File: src/rtl/alu_ctrl_pkg.sv
// Shared constants for the ALU control front-end: instruction field codes,
// ALU select encodings, controller state type and immediate extension helpers.
package alu_ctrl_pkg;

    // Primary opcodes (instr[31:26])
    localparam logic [5:0] OP_RTYPE = 6'h00;
    localparam logic [5:0] OP_BEQ   = 6'h04;
    localparam logic [5:0] OP_BNE   = 6'h05;
    localparam logic [5:0] OP_ADDI  = 6'h08;
    localparam logic [5:0] OP_ANDI  = 6'h0C;
    localparam logic [5:0] OP_ORI   = 6'h0D;
    localparam logic [5:0] OP_LW    = 6'h23;
    localparam logic [5:0] OP_SW    = 6'h2B;

    // R-type function codes (instr[5:0])
    localparam logic [5:0] FN_ADD   = 6'h20;
    localparam logic [5:0] FN_SUB   = 6'h22;
    localparam logic [5:0] FN_AND   = 6'h24;
    localparam logic [5:0] FN_OR    = 6'h25;

    // ALU select encodings; NOP doubles as the idle / illegal marker
    localparam logic [3:0] ALU_AND  = 4'b0000;
    localparam logic [3:0] ALU_OR   = 4'b0001;
    localparam logic [3:0] ALU_ADD  = 4'b0010;
    localparam logic [3:0] ALU_SUB  = 4'b0011;
    localparam logic [3:0] ALU_NOP  = 4'b1111;

    // Controller states
    typedef enum logic [1:0] {
        IDLE = 2'd0,
        EXEC = 2'd1,
        RESP = 2'd2
    } state_t;

    // Sign-extend a 16-bit immediate to 32 bits
    function automatic logic [31:0] sext16(input logic [15:0] v);
        return {{16{v[15]}}, v};
    endfunction

    // Zero-extend a 16-bit immediate to 32 bits
    function automatic logic [31:0] zext16(input logic [15:0] v);
        return {16'h0000, v};
    endfunction

endpackage

File: src/rtl/alu_op_decode.sv
// Combinational instruction decoder: maps opcode/funct to an ALU select,
// picks the B operand (rt, sign- or zero-extended immediate) and flags
// write-back, branch kind and unsupported encodings.
module alu_op_decode
    import alu_ctrl_pkg::*;
(
    input  logic [5:0]  i_opcode,
    input  logic [5:0]  i_funct,
    input  logic [15:0] i_imm,
    input  logic [31:0] i_rt,
    output logic [3:0]  o_sel,
    output logic [31:0] o_b_operand,
    output logic        o_wr,
    output logic        o_is_beq,
    output logic        o_is_bne,
    output logic        o_illegal
);

    // Decode table; anything not listed falls through to the illegal default
    always_comb begin
        o_sel       = ALU_NOP;
        o_b_operand = 32'h0000_0000;
        o_wr        = 1'b0;
        o_is_beq    = 1'b0;
        o_is_bne    = 1'b0;
        o_illegal   = 1'b0;
        case (i_opcode)
            OP_RTYPE: begin
                o_b_operand = i_rt;
                o_wr        = 1'b1;
                case (i_funct)
                    FN_AND:  o_sel = ALU_AND;
                    FN_OR:   o_sel = ALU_OR;
                    FN_ADD:  o_sel = ALU_ADD;
                    FN_SUB:  o_sel = ALU_SUB;
                    default: begin
                        o_sel       = ALU_NOP;
                        o_b_operand = 32'h0000_0000;
                        o_wr        = 1'b0;
                        o_illegal   = 1'b1;
                    end
                endcase
            end
            OP_ADDI: begin
                o_sel       = ALU_ADD;
                o_b_operand = sext16(i_imm);
                o_wr        = 1'b1;
            end
            OP_ANDI: begin
                o_sel       = ALU_AND;
                o_b_operand = zext16(i_imm);
                o_wr        = 1'b1;
            end
            OP_ORI: begin
                o_sel       = ALU_OR;
                o_b_operand = zext16(i_imm);
                o_wr        = 1'b1;
            end
            // Loads and stores only compute the address; nothing is written back here
            OP_LW, OP_SW: begin
                o_sel       = ALU_ADD;
                o_b_operand = sext16(i_imm);
            end
            // Branches compare by subtraction and read the zero flag afterwards
            OP_BEQ: begin
                o_sel       = ALU_SUB;
                o_b_operand = i_rt;
                o_is_beq    = 1'b1;
            end
            OP_BNE: begin
                o_sel       = ALU_SUB;
                o_b_operand = i_rt;
                o_is_bne    = 1'b1;
            end
            default: begin
                o_illegal   = 1'b1;
            end
        endcase
    end

endmodule

File: src/rtl/alu_ctrl_fsm.sv
// Multi-cycle control front-end for an external 32-bit ALU. One instruction
// at a time: accept in IDLE, let the ALU evaluate during EXEC, hold the
// captured result in RESP until downstream takes it. Also keeps saturating
// counts of retired instructions and taken branches.
module alu_ctrl_fsm
    import alu_ctrl_pkg::*;
#(
    parameter int CNT_W = 16
)
(
    input  logic             clk,
    input  logic             rst_n,
    input  logic             in_valid,
    output logic             in_ready,
    input  logic [5:0]       in_opcode,
    input  logic [5:0]       in_funct,
    input  logic [31:0]      in_rs,
    input  logic [31:0]      in_rt,
    input  logic [15:0]      in_imm,
    input  logic [31:0]      in_pc,
    output logic [31:0]      alu_a,
    output logic [31:0]      alu_b,
    output logic [3:0]       alu_sel,
    input  logic [31:0]      alu_o,
    input  logic             alu_zero,
    output logic             res_valid,
    input  logic             res_ready,
    output logic [31:0]      res_data,
    output logic             res_wr,
    output logic             res_br_taken,
    output logic [31:0]      res_br_target,
    output logic             res_illegal,
    output logic [CNT_W-1:0] cnt_retired,
    output logic [CNT_W-1:0] cnt_taken
);

    state_t           r_state;

    // Operand stage, loaded on the input handshake
    logic [31:0]      r_alu_a;
    logic [31:0]      r_alu_b;
    logic [3:0]       r_alu_sel;
    logic             r_wr;
    logic             r_is_beq;
    logic             r_is_bne;
    logic             r_illegal;
    logic [31:0]      r_target;

    // Result stage, loaded at the end of EXEC and frozen through RESP
    logic             r_res_valid;
    logic [31:0]      r_res_data;
    logic             r_res_wr;
    logic             r_res_taken;
    logic [31:0]      r_res_target;
    logic             r_res_illegal;

    logic [CNT_W-1:0] r_cnt_retired;
    logic [CNT_W-1:0] r_cnt_taken;

    logic [3:0]       w_sel;
    logic [31:0]      w_b_operand;
    logic             w_wr;
    logic             w_is_beq;
    logic             w_is_bne;
    logic             w_illegal;
    logic             w_accept;
    logic             w_retire;
    logic             w_taken;
    logic [31:0]      w_target;

    // Counter increment that sticks at all-ones instead of wrapping
    function automatic logic [CNT_W-1:0] sat_inc(input logic [CNT_W-1:0] v);
        return (&v) ? v : v + 1'b1;
    endfunction

    alu_op_decode u_decode (
        .i_opcode    (in_opcode),
        .i_funct     (in_funct),
        .i_imm       (in_imm),
        .i_rt        (in_rt),
        .o_sel       (w_sel),
        .o_b_operand (w_b_operand),
        .o_wr        (w_wr),
        .o_is_beq    (w_is_beq),
        .o_is_bne    (w_is_bne),
        .o_illegal   (w_illegal)
    );

    assign in_ready = (r_state == IDLE);
    assign w_accept = in_valid & in_ready;
    assign w_retire = (r_state == RESP) & res_ready;

    // Branch target is computed for every instruction with its own adder,
    // so it never depends on what the ALU is doing; 32-bit wrap is intended
    assign w_target = in_pc + 32'd4 + (sext16(in_imm) << 2);

    // Branch outcome from the zero flag of the SUB issued during EXEC
    assign w_taken  = (r_is_beq & alu_zero) | (r_is_bne & ~alu_zero);

    // Control FSM with all ALU-facing and result outputs registered
    always_ff @(posedge clk or negedge rst_n) begin
        if (!rst_n) begin
            r_state       <= IDLE;
            r_alu_a       <= 32'h0000_0000;
            r_alu_b       <= 32'h0000_0000;
            r_alu_sel     <= ALU_NOP;
            r_wr          <= 1'b0;
            r_is_beq      <= 1'b0;
            r_is_bne      <= 1'b0;
            r_illegal     <= 1'b0;
            r_target      <= 32'h0000_0000;
            r_res_valid   <= 1'b0;
            r_res_data    <= 32'h0000_0000;
            r_res_wr      <= 1'b0;
            r_res_taken   <= 1'b0;
            r_res_target  <= 32'h0000_0000;
            r_res_illegal <= 1'b0;
        end else begin
            case (r_state)
                IDLE: begin
                    if (w_accept) begin
                        r_alu_a   <= in_rs;
                        r_alu_b   <= w_b_operand;
                        r_alu_sel <= w_sel;
                        r_wr      <= w_wr;
                        r_is_beq  <= w_is_beq;
                        r_is_bne  <= w_is_bne;
                        r_illegal <= w_illegal;
                        r_target  <= w_target;
                        r_state   <= EXEC;
                    end
                end
                EXEC: begin
                    // Illegal instructions leave the ALU idle; report zero rather than whatever it drives
                    r_res_data    <= r_illegal ? 32'h0000_0000 : alu_o;
                    r_res_wr      <= r_wr;
                    r_res_taken   <= w_taken;
                    r_res_target  <= r_target;
                    r_res_illegal <= r_illegal;
                    r_res_valid   <= 1'b1;
                    r_state       <= RESP;
                end
                RESP: begin
                    if (res_ready) begin
                        r_res_valid <= 1'b0;
                        r_alu_sel   <= ALU_NOP;
                        r_state     <= IDLE;
                    end
                end
                default: begin
                    r_state <= IDLE;
                end
            endcase
        end
    end

    // Performance counters advance only when a result is handed downstream
    always_ff @(posedge clk or negedge rst_n) begin
        if (!rst_n) begin
            r_cnt_retired <= '0;
            r_cnt_taken   <= '0;
        end else if (w_retire) begin
            r_cnt_retired <= sat_inc(r_cnt_retired);
            if (r_res_taken) begin
                r_cnt_taken <= sat_inc(r_cnt_taken);
            end
        end
    end

    assign alu_a         = r_alu_a;
    assign alu_b         = r_alu_b;
    assign alu_sel       = r_alu_sel;
    assign res_valid     = r_res_valid;
    assign res_data      = r_res_data;
    assign res_wr        = r_res_wr;
    assign res_br_taken  = r_res_taken;
    assign res_br_target = r_res_target;
    assign res_illegal   = r_res_illegal;
    assign cnt_retired   = r_cnt_retired;
    assign cnt_taken     = r_cnt_taken;

endmodule

File: config.mk
export PLATFORM = sky130hd
export DESIGN_NAME = alu_ctrl_fsm
export DESIGN_NICKNAME = d
export VERILOG_FILES = /design/src/rtl/alu_ctrl_pkg.sv /design/src/rtl/alu_op_decode.sv /design/src/rtl/alu_ctrl_fsm.sv
export SDC_FILE = /design/constraint.sdc
export NUM_CORES = 1
export LEC_CHECK = 0
export CAP_MARGIN = 20
export CORE_MARGIN = 4
export CORE_UTILIZATION = 25
export CTS_CLUSTER_DIAMETER = 30
export DETAILED_ROUTE_END_ITERATION = 10
export SYNTH_ARGS = -nofsm -noshare
export SYNTH_HDL_FRONTEND = slang
export SYNTH_SLANG_ARGS = --single-unit
File: constraint.sdc
create_clock -name clk -period 4 [get_ports clk]
set_input_delay 0.4 -clock clk [delete_from_list [all_inputs] [get_ports clk]]
set_output_delay 0.4 -clock clk [all_outputs]
set_load 0.005 [all_outputs]
==> results.json <==
{
  "cp-end-kind": "flop",
  "dp_hpwl_mm": 23.8,
  "fmax_ghz": 0.334,
  "async_flop_share": 1.00,
  "setup_ws_ns": 1.00,
  "final-instance-count-excl-fill": 1961,
  "setup_viol": 0,
  "cpMostUsedCell": "ha_1",
  "ys_warn_count": 0,
  "die_h_um": 209,
  "timing.final.crit_share": 0.749,
  "drv_slew": 0,
  "setup-tns-final_ns": 0,
  "crit_chain": "clkdlybuf4s50_1 -> buf_4 -> ha_1 -> ha_1 -> and3_1 -> a221oi_1 -> nand2_1 -> a21oi_1 -> a21bo_2 -> o2111a_1 -> nor3_1",
  "drive_gt1_frac": 0.125,
  "ys_top_cells_by_area": "dfrtp_1 50%, nand2_1 8.2%, ha_1 7.3%",
  "p_total_mw": 11.6,
  "hold_class": "input port to flop",
  "syn_nets": 1256,
  "core_mm2": 0.0399,
  "design_area_mm2": 0.0163,
  "clk_latency_ns": 0.56,
  "grt_pass1_vias": 9320,
  "grt_max_degree": 92,
  "overflow": 0,
  "clockBufferDepth": 3,
  "required_ns": 4.45,
  "ant_nets": 0,
  "io_pins": 330,
  "yosysUniqueCellTypes": 61,
  "leakage_nw": 7.12,
  "die_w_um": 209,
  "relSlewSlack": 0.355,
  "wl_per_cell_um": 16.7,
  "cts_sinks": 205,
  "path_max_fanout": 11,
  "synthCells": 1035,
  "portBuffers": 329,
  "finalWirelength_mm": 32.8,
  "synth.avg_cell_area_um2": 9.80,
  "layout_min_cycle_time_ns": 3.00,
  "num_vias": 8919,
  "clockRootBuffer": "clkbuf_16",
  "synth_flop_cell": "dfrtp_1",
  "critPathTopFamily": "compound AO/OA/AOI/OAI gates",
  "cap_viol_max_count": 0,
  "rsz0062_at_grt": "false",
  "cp-start-kind": "input port",
  "peakVddDrop_mv": 0.370,
  "synth_edf_count": 0,
  "critPathMaxStageDelay_ns": 0.62,
  "drt_iter0_markers": 423,
  "status": "complete, no violations",
  "use_met3": 0.0543,
  "cts.clk_slew.worst_paths_ns": 0.05,
  "grtUsageMet2": 0.243,
  "syn_area_mm2": 0.0101,
  "crit_path_top_delay_cell": "clkdlybuf4s50_1",
  "grt-busiest-layer": "met2",
  "critPathArrivalTime_ns": 3.44,
  "row_count": 73,
  "grt_first_pass_wirelength_mm": 51.6,
  "final_core_util": 0.407,
  "pre_cts_ws_ns": 0.468,
  "holdWs_ns": 0.365,
  "cts_htree_levels": 2,
  "seq_area_frac_synth": 0.506,
  "final_nets": 1606,
  "synthToLayoutAreaGrowth_pct": 60.2,
  "finalHoldViolCount": 0,
  "cts_tree": "yes",
  "grtUsageTotal": 0.145,
  "fin_skew_ns": 0.0114,
  "die_area_mm2": 0.0439,
  "worstMarginPinSlew_ns": 0.967,
  "crit_type": "input port to flop",
  "drt_first_pass_iters": 4,
  "route.detailed.drc": 0,
  "antenna_found_initial": 1,
  "numCtsBuffers": 58,
  "power_density_mw_per_mm2": 712,
  "netlist.area_leader.share": 0.498,
  "ys_seq_elements": 205,
  "synth_top_cell_by_area": "dfrtp_1",
  "via_per_inst": 4.55,
  "grt_util_met1": 0.177,
  "gp_congestion": 0.845,
  "postPlaceCellArea_mm2": 0.0140,
  "path_buf_inv": 2,
  "start_util": 0.254,
  "placedCellCount": 1848
}
==> final timing paths <==
path / from / endpoint / slack [ns] / cells past startpoint
min: in_rs[24] / alu_a[24] / 0.36 / 3
max in group asynchronous: rst_n / alu_a[21] / 2.66 / 3
min in group asynchronous: rst_n / alu_b[4] / 0.41 / 2
max reg2reg: cnt_retired[7] / cnt_retired[9] / 1.66 / 7
min reg2reg: res_valid / res_valid / 0.47 / 2
max: in_imm[15] / r_target[31] / 1.00 / 11
==> flip-flops by register name, indices dropped and copies added, names as in the netlist <==
signal / count
alu_a: 32
alu_b: 32
r_target: 32
res_br_target: 32
res_data: 32
cnt_retired: 16
cnt_taken: 16
alu_sel: 3
r_state: 2
r_illegal: 1
r_is_beq: 1
r_is_bne: 1
r_wr: 1
res_br_taken: 1
res_illegal: 1
res_valid: 1
res_wr: 1
==> where the power goes <==
group	total, mW	switching (mW)	internal [mW]	leakage [nW]
registers	3.26	0.442	2.82	2.62
logic	3.24	1.45	1.78	3.44
clock network	5.09	1.39	3.70	1.06
total	11.6	3.28	8.30	7.12
==> layout by cell type, fill, tap and decap left out, types with 17 or more instances in the layout <==
cell               n
clkdlybuf4s50_1  328
nand2_1          221
dfrtp_1          202
o21ai_0           72
clkbuf_16         61
ha_1              59
nor2_1            53
a21oi_1           49
nand2b_1          36
mux2_2            35
xnor2_1           32
nand3_1           25
xor2_1            20
inv_1             18
nand4_1           17
a221oi_1          17
==> worst reg2reg max path, cell delays in order, from the launching register on <==
cell	delay (ns)
dfrtp_1	0.44
and4_1	0.25
and3_1	0.21
nand3_1	0.13
o31ai_2	0.14
nor3_1	0.68
nand3_1	0.20
xnor2_1	0.18
==> layer usage <==
metal	share of wire	vias up	wire length [um]
met1	0.43	4245	13900
met5	0.00058	-	19
li1	-	4319	-
met2	0.47	303	15500
met4	0.021	2	678
met3	0.079	50	2600
==> repair_timing <==
| item | in CTS | in global routing |
|---|---|---|
| buffers inserted | 0 | 0 |
| resized for setup | 0 | 0 |
| hold endpoints to repair | 80 | 0 |
| endpoints found under the setup margin | 0 | 0 |
| hold buffers | 1 | 0 |
==> logic make-up (layout without fill, tap and decap cells) <==
logic type	after synthesis	after routing	share of synthesized area
AO/OA/AOI/OAI	209	209	0.129
other	0	1	0
buffers and inverters	73	473	0.0284
XOR/XNOR	52	52	0.0449
adder cells (fa/ha/maj)	60	60	0.0747
AND/OR/NAND/NOR	398	398	0.176
flip-flops	205	205	0.506
multiplexers	38	38	0.0418
==> cell usage after synthesis, drive strengths merged, types with 18 or more instances <==
cell and instances:
nand2 223, dfrtp 202, o21ai 86, ha 59
nor2 53, a21oi 50, clkbuf 39, nand2b 37
mux2 35, xnor2 32, nand3 25, xor2 20
inv 18
==> final cells by class <==
type	count	area, um2
Multi-Input combinational cell	757	4750
Timing Repair Buffer	344	3450
Clock inverter	36	526
Inverter	19	71.3
Tap cell	525	657
Antenna cell	1	2.50
Fill cell	3877	23700
Clock buffer	74	1680
Sequential cell	205	5130
(Power assumes the default switching activity.)
